<file path="src/rtl/datapath_pkg.sv">
`default_nettype none
// ============================================================================
// Module      : datapath_pkg
// Description : Shared types and default sizes for the datapath_p slice:
//               ALU operation codes, write-back select codes, flag positions.
// Revision    : 1.0 - initial release
// ============================================================================
package datapath_pkg;

    // Default sizes used by the datapath and its register file
    localparam int c_DEF_DATA_W   = 16;
    localparam int c_DEF_RF_DEPTH = 16;
    localparam int c_DEF_DM_DEPTH = 256;

    // Bit positions inside the {N,Z,C,V} flag word
    localparam int c_FLAG_N = 3;
    localparam int c_FLAG_Z = 2;
    localparam int c_FLAG_C = 1;
    localparam int c_FLAG_V = 0;

    // ALU operation codes (ALU_s)
    typedef enum logic [2:0] {
        ALU_PASS = 3'b000,
        ALU_ADD  = 3'b001,
        ALU_SUB  = 3'b010,
        ALU_AND  = 3'b011,
        ALU_OR   = 3'b100,
        ALU_XOR  = 3'b101,
        ALU_NOT  = 3'b110,
        ALU_SHL  = 3'b111
    } alu_op_e;

    // Register write-back source codes (RF_s); the reserved code behaves as ALU
    typedef enum logic [1:0] {
        WB_ALU  = 2'b00,
        WB_MEM  = 2'b01,
        WB_IMM  = 2'b10,
        WB_RSVD = 2'b11
    } wb_sel_e;

endpackage : datapath_pkg
`default_nettype wire

</file>
<file path="src/rtl/datapath_p_regfile.sv">
`default_nettype none
// ============================================================================
// Module      : regfile
// Description : Register file, two combinational read ports, one synchronous
//               write port. Register 0 always reads zero and ignores writes.
// Revision    : 1.0 - initial release
// ============================================================================
module regfile
    import datapath_pkg::*;
#(
    parameter int DATA_W = c_DEF_DATA_W,
    parameter int DEPTH  = c_DEF_RF_DEPTH
) (
    input  logic                     clk,
    input  logic                     rst,
    input  logic                     i_wr_en,
    input  logic [$clog2(DEPTH)-1:0] i_wr_addr,
    input  logic [DATA_W-1:0]        i_wr_data,
    input  logic [$clog2(DEPTH)-1:0] i_ra_addr,
    input  logic [$clog2(DEPTH)-1:0] i_rb_addr,
    output logic [DATA_W-1:0]        o_ra_data,
    output logic [DATA_W-1:0]        o_rb_data
);

    // Entry 0 exists only to keep indexing simple; it is never written and
    // is masked on both read ports.
    logic [DATA_W-1:0] r_regs [0:DEPTH-1];

    // Storage update: clear everything on reset, otherwise write any non-zero index
    always_ff @(posedge clk) begin
        if (rst) begin
            for (int i = 0; i < DEPTH; i++) begin
                r_regs[i] <= '0;
            end
        end else if (i_wr_en && (i_wr_addr != '0)) begin
            r_regs[i_wr_addr] <= i_wr_data;
        end
    end

    // Reads see the pre-edge contents, so read-during-write returns the old value
    always_comb begin
        o_ra_data = (i_ra_addr == '0) ? '0 : r_regs[i_ra_addr];
        o_rb_data = (i_rb_addr == '0) ? '0 : r_regs[i_rb_addr];
    end

endmodule : regfile
`default_nettype wire

</file>
<file path="src/rtl/datapath_p.sv">
`default_nettype none
// ============================================================================
// Module      : datapath_p
// Description : Simple processor datapath: register file, 8-op ALU with
//               {N,Z,C,V} flag register, single-port data memory with a
//               registered read, and a write-back select mux.
// Revision    : 1.0 - initial release
// ============================================================================
module datapath_p
    import datapath_pkg::*;
#(
    parameter int DATA_W   = c_DEF_DATA_W,
    parameter int RF_DEPTH = c_DEF_RF_DEPTH,
    parameter int DM_DEPTH = c_DEF_DM_DEPTH
) (
    input  logic                        Clk,
    input  logic                        Reset,
    input  logic [$clog2(DM_DEPTH)-1:0] D_Addr,
    input  logic                        D_Wr,
    input  logic [1:0]                  RF_s,
    input  logic [DATA_W-1:0]           Imm,
    input  logic [$clog2(RF_DEPTH)-1:0] RF_W_Addr,
    input  logic                        RF_W_en,
    input  logic [$clog2(RF_DEPTH)-1:0] RF_Ra_Addr,
    input  logic [$clog2(RF_DEPTH)-1:0] RF_Rb_Addr,
    input  logic [2:0]                  ALU_s,
    input  logic                        Flag_en,
    output logic [DATA_W-1:0]           ALU_inA,
    output logic [DATA_W-1:0]           ALU_inB,
    output logic [DATA_W-1:0]           ALU_out,
    output logic [3:0]                  Flags,
    output logic [DATA_W-1:0]           D_Rd
);

    localparam int c_MSB = DATA_W - 1;

    logic [DATA_W-1:0] w_ra;
    logic [DATA_W-1:0] w_rb;
    logic [DATA_W-1:0] w_wb_data;
    logic [DATA_W:0]   w_sum;
    logic [DATA_W:0]   w_diff;
    logic [DATA_W-1:0] w_alu;
    logic              w_c;
    logic              w_v;
    logic [3:0]        w_flags_nxt;
    logic [3:0]        r_flags;
    logic [DATA_W-1:0] r_drd;
    logic [DATA_W-1:0] r_mem [0:DM_DEPTH-1];

    regfile #(
        .DATA_W (DATA_W),
        .DEPTH  (RF_DEPTH)
    ) u_regfile (
        .clk       (Clk),
        .rst       (Reset),
        .i_wr_en   (RF_W_en),
        .i_wr_addr (RF_W_Addr),
        .i_wr_data (w_wb_data),
        .i_ra_addr (RF_Ra_Addr),
        .i_rb_addr (RF_Rb_Addr),
        .o_ra_data (w_ra),
        .o_rb_data (w_rb)
    );

    // ALU: one extra bit on add/sub exposes carry and borrow
    always_comb begin
        w_sum  = {1'b0, w_ra} + {1'b0, w_rb};
        w_diff = {1'b0, w_ra} - {1'b0, w_rb};
        w_alu  = w_ra;
        w_c    = 1'b0;
        w_v    = 1'b0;
        case (alu_op_e'(ALU_s))
            ALU_PASS: w_alu = w_ra;
            ALU_ADD: begin
                w_alu = w_sum[c_MSB:0];
                w_c   = w_sum[DATA_W];
                // Same-sign operands producing an opposite-sign result
                w_v   = (w_ra[c_MSB] == w_rb[c_MSB]) && (w_sum[c_MSB] != w_ra[c_MSB]);
            end
            ALU_SUB: begin
                w_alu = w_diff[c_MSB:0];
                // Borrow out of the extended subtract is set exactly when A < B
                w_c   = ~w_diff[DATA_W];
                w_v   = (w_ra[c_MSB] != w_rb[c_MSB]) && (w_diff[c_MSB] != w_ra[c_MSB]);
            end
            ALU_AND:  w_alu = w_ra & w_rb;
            ALU_OR:   w_alu = w_ra | w_rb;
            ALU_XOR:  w_alu = w_ra ^ w_rb;
            ALU_NOT:  w_alu = ~w_ra;
            ALU_SHL: begin
                w_alu = {w_ra[c_MSB-1:0], 1'b0};
                w_c   = w_ra[c_MSB];
            end
            default:  w_alu = w_ra;
        endcase
    end

    // Candidate flag word derived from the current ALU result
    always_comb begin
        w_flags_nxt           = '0;
        w_flags_nxt[c_FLAG_N] = w_alu[c_MSB];
        w_flags_nxt[c_FLAG_Z] = (w_alu == '0);
        w_flags_nxt[c_FLAG_C] = w_c;
        w_flags_nxt[c_FLAG_V] = w_v;
    end

    // Write-back source select; the reserved code falls through to the ALU
    always_comb begin
        case (wb_sel_e'(RF_s))
            WB_MEM:  w_wb_data = r_drd;
            WB_IMM:  w_wb_data = Imm;
            default: w_wb_data = w_alu;
        endcase
    end

    // Flag register: cleared by reset, loaded only when enabled
    always_ff @(posedge Clk) begin
        if (Reset) begin
            r_flags <= '0;
        end else if (Flag_en) begin
            r_flags <= w_flags_nxt;
        end
    end

    // Data memory array: no reset on contents, writes blocked while in reset
    always_ff @(posedge Clk) begin
        if (!Reset && D_Wr) begin
            r_mem[D_Addr] <= w_rb;
        end
    end

    // Registered read port; a same-address write lands after this sample,
    // so the old word is returned
    always_ff @(posedge Clk) begin
        if (Reset) begin
            r_drd <= '0;
        end else begin
            r_drd <= r_mem[D_Addr];
        end
    end

    assign ALU_inA = w_ra;
    assign ALU_inB = w_rb;
    assign ALU_out = w_alu;
    assign Flags   = r_flags;
    assign D_Rd    = r_drd;

endmodule : datapath_p
`default_nettype wire

</file>
<file path="config.mk">
export PLATFORM = sky130hd
export DESIGN_NAME = datapath_p
export DESIGN_NICKNAME = d
export VERILOG_FILES = /design/src/rtl/datapath_pkg.sv /design/src/rtl/datapath_p_regfile.sv /design/src/rtl/datapath_p.sv
export SDC_FILE = /design/constraint.sdc
export NUM_CORES = 2
export LEC_CHECK = 0
export ABC_CLOCK_PERIOD_IN_PS = 26600
export CAP_MARGIN = 20
export CORE_AREA = 2 2 680 682
export DETAILED_ROUTE_END_ITERATION = 8
export DIE_AREA = 0 0 682 684
export PLACE_DENSITY = 0.55
export RECOVER_POWER = 100
export SKIP_LAST_GASP = 1
export SLEW_MARGIN = 20
export SYNTH_ARGS = -nofsm -noshare
export SYNTH_HDL_FRONTEND = slang
export SYNTH_MEMORY_MAX_BITS = 65536
export SYNTH_SLANG_ARGS = --single-unit
</file>
<file path="constraint.sdc">
create_clock -name Clk -period 26.6 [get_ports Clk]
set_input_delay 6.65 -clock Clk [delete_from_list [all_inputs] [get_ports Clk]]
set_output_delay 6.65 -clock Clk [all_outputs]
set_load 0.1 [all_outputs]
</file>
==> flow_summary.toml <==
[pwr]
p_leak_nw = 60.7
fin_total_pwr_mw = 15.3
peakVddDrop_v = 0.0000586
power_density_mw_per_mm2 = 77.6

[die]
rows = 249
start_util_pct = 37.9
pin_count = 114
die_area_mm2 = 0.466
fp.coreArea_mm2 = 0.459
die_w_um = 682
die_h_um = 684

[synthesis]
ys.flop_type = "edfxtp_1"
synth.area.top_cells = "edfxtp_1, mux4_2, nor2_1"
yosysMostFrequentCell = "edfxtp_1"
yosys_warnings = 0
synth-edff-count = 4352
syn_area_mm2 = 0.174
synth-seq-cells = 4372
synth_commonest_cells = "edfxtp_1, mux4_2, nor2_1, clkbuf_1, nand2_1"
synth_area_leader_cell = "edfxtp_1"
syn_inst = 7790
synth_top_area_share_pct = 75.2
synthArstFlopShare_pct = 0
yosysSeqAreaShare_pct = 75.4
ys_types = 94
avgSynthCellArea_um2 = 22.3

[sta]
hold_viol_final = 0
worstMarginPinSlew_ns = 7.19
fin_ws_ns = 4.00
max_freq_mhz = 44.2
drv_slew = 5801
tns_ns = 0
period_share_pct = 85.0
fin_skew_ns = 0.109
setup_viol = 0
rsz0062_at_grt = "false"
slew_headroom_pct = -379
min_period_ns = 22.60

[routing]
avgViaCountPerCell = 5.78
wire_per_inst_um = 33.7
routed_wl_um = 501000
drt_iter0_drc = 10541
firstDrtPassIters = 6
drc = 0
antenna_left = 0
vias = 85947

[global_route]
grt_start_max_net_pins = 162
antenna_found_initial = 28
grtUsageTotal_pct = 21.1
grt_pass1_wl_um = 696000
grt_pass1_vias = 86884
grt-ovfl-total = 0

[cts]
numClockSinks = 4372
cts_buffers = 440
cts_setup_buffers = 0
cts_resized = 0
cts_root_buf = "clkbuf_16"
htreeDepth = 5
postCtsHoldBufs = 0
cts_tree = "built"
cts.reportedPaths.clkPinSlew_ns = 0.05
max-clock-path-buffers = 4
insertion_delay_ns = 1.05

[layout]
synthToLayoutAreaGrowth_pct = 13.6
layout-drive-gt1-share_pct = 27.4
fin_area_mm2 = 0.198
nets = 8422
nFillCells = 39163

[worst_hold_path]
worstHoldPathType = "reg2reg"

[setup_path]
crit_family = "buffers and inverters"
worstPathArrival_ns = 15.95
r2r_setup_slack_ns = 15.16
crit_slowest_cell = "clkbuf_1"
path_buf_inv = 6
crit_chain = "buf_4, clkbuf_1, nor4_1, buf_4, nor2_1, clkbuf_1, ha_1, inv_1, fa_1, nor2b_1, o31a_1, o311ai_0, nand2_1, a2bb2oi_1, a211oi_1, a21oi_1, o221ai_1, nand2_1, nand2b_1, dlygate4sd3_1"
cpPeakStageDelay_ns = 2.11
startpoint_type = "input port"
endpoint_kind = "output port"
path_class = "in2out"
critPathRequiredTime_ns = 19.95
critPathMaxFanout = 39

[run_status]
status = "complete, but fails checks"
violations = "max-capacitance violations, max-slew violations"

[placed_design]
dp_hpwl_um = 302000
io_buffers = 113
routabilityCongestion = 0.907
dpl_worst_slack_ns = 6.53
placed_cell_area_mm2 = 0.185

[job]
drv_cap = 177
[state kept, by name, summed over array words and instances (netlist names)]
register / count
r_mem: 4096
Flags: 4
u_regfile.r_regs: 256
D_Rd: 16
[placed cells by master (no fill, tap or decap), drive strengths merged, types with 53 or more instances in the layout]
master       instances
nand3               63
a21oi               55
dlygate4sd3         53
clkbuf             877
buf                122
edfxtp            4352
nor2               574
mux4              1421
clkinv             209
nand2              133
mux2i               79
o21ai               62
inv                 79
[per-layer routing]
metal,vias up,routed length [µm],GRT usage (%)
met2,3898,242000,34.1
met3,695,41700,4.17
met4,4,15300,5.79
met1,47212,202000,29.4
met5,-,23,0
li1,34138,-,-
[path summary, 6_finish.rpt]
kind,startpoint,end,cells past startpoint
setup / recovery,RF_Rb_Addr[0],ALU_out[14],20
hold / removal,Flags[0],Flags[0],2
setup reg to reg,u_regfile.r_regs[8][9],r_mem[245][9],7
hold reg to reg,Flags[0],Flags[0],2
[through the flow]
step | utilization (%) | cells | hold slack, ns
global route | 43.0 | 14849 | 0.521
CTS | 43.5 | 14846 | 0.490
finish | 43.0 | 14860 | 0.484
global placement | 40.3 | 14032 | 0.478
detailed placement | 40.3 | 14034 | 0.482
floorplan | - | 7805 | 0.914
[kinds of logic after synthesis]
| family | after synthesis | share of synthesized area [%] |
|---|---|---|
| AO/OA/AOI/OAI | 341 | 1.43 |
| XOR/XNOR | 11 | 0.0554 |
| adder cells (fa/ha/maj) | 47 | 0.347 |
| buffers and inverters | 549 | 1.34 |
| flip-flops | 4372 | 75.4 |
| multiplexers | 1532 | 19.1 |
| other | 1 | 0.00216 |
| AND/OR/NAND/NOR | 937 | 2.32 |
[power breakdown]
part / switching [mW] / internal, mW / total (mW)
clock network: 2.67 / 3.56 / 6.22
logic: 0.910 / 0.352 / 1.26
registers: 0.0205 / 7.82 / 7.84
total: 3.60 / 11.7 / 15.3
[worst reg2reg max path, stage by stage, from the launching register on]
cell and delay, ns:
edfxtp_1 0.40, mux4_2 0.25, o22ai_1 0.10, nor2_1 0.20, nand2_1 0.16, clkinvlp_2 2.11, clkbuf_1 4.35, clkbuf_1 2.89
[final cells by class]
type	count	area [µm²]	area share [%]
clock inverter	283	2950	1.50
antenna	12	30.0	0.0152
multi-input combinational	2884	40800	20.6
tap	6149	7690	3.89
timing repair buffer	554	3210	1.63
clock buffer	529	11500	5.81
sequential	4372	131000	66.4
inverter	77	324	0.164
(Power assumes the default switching activity.)
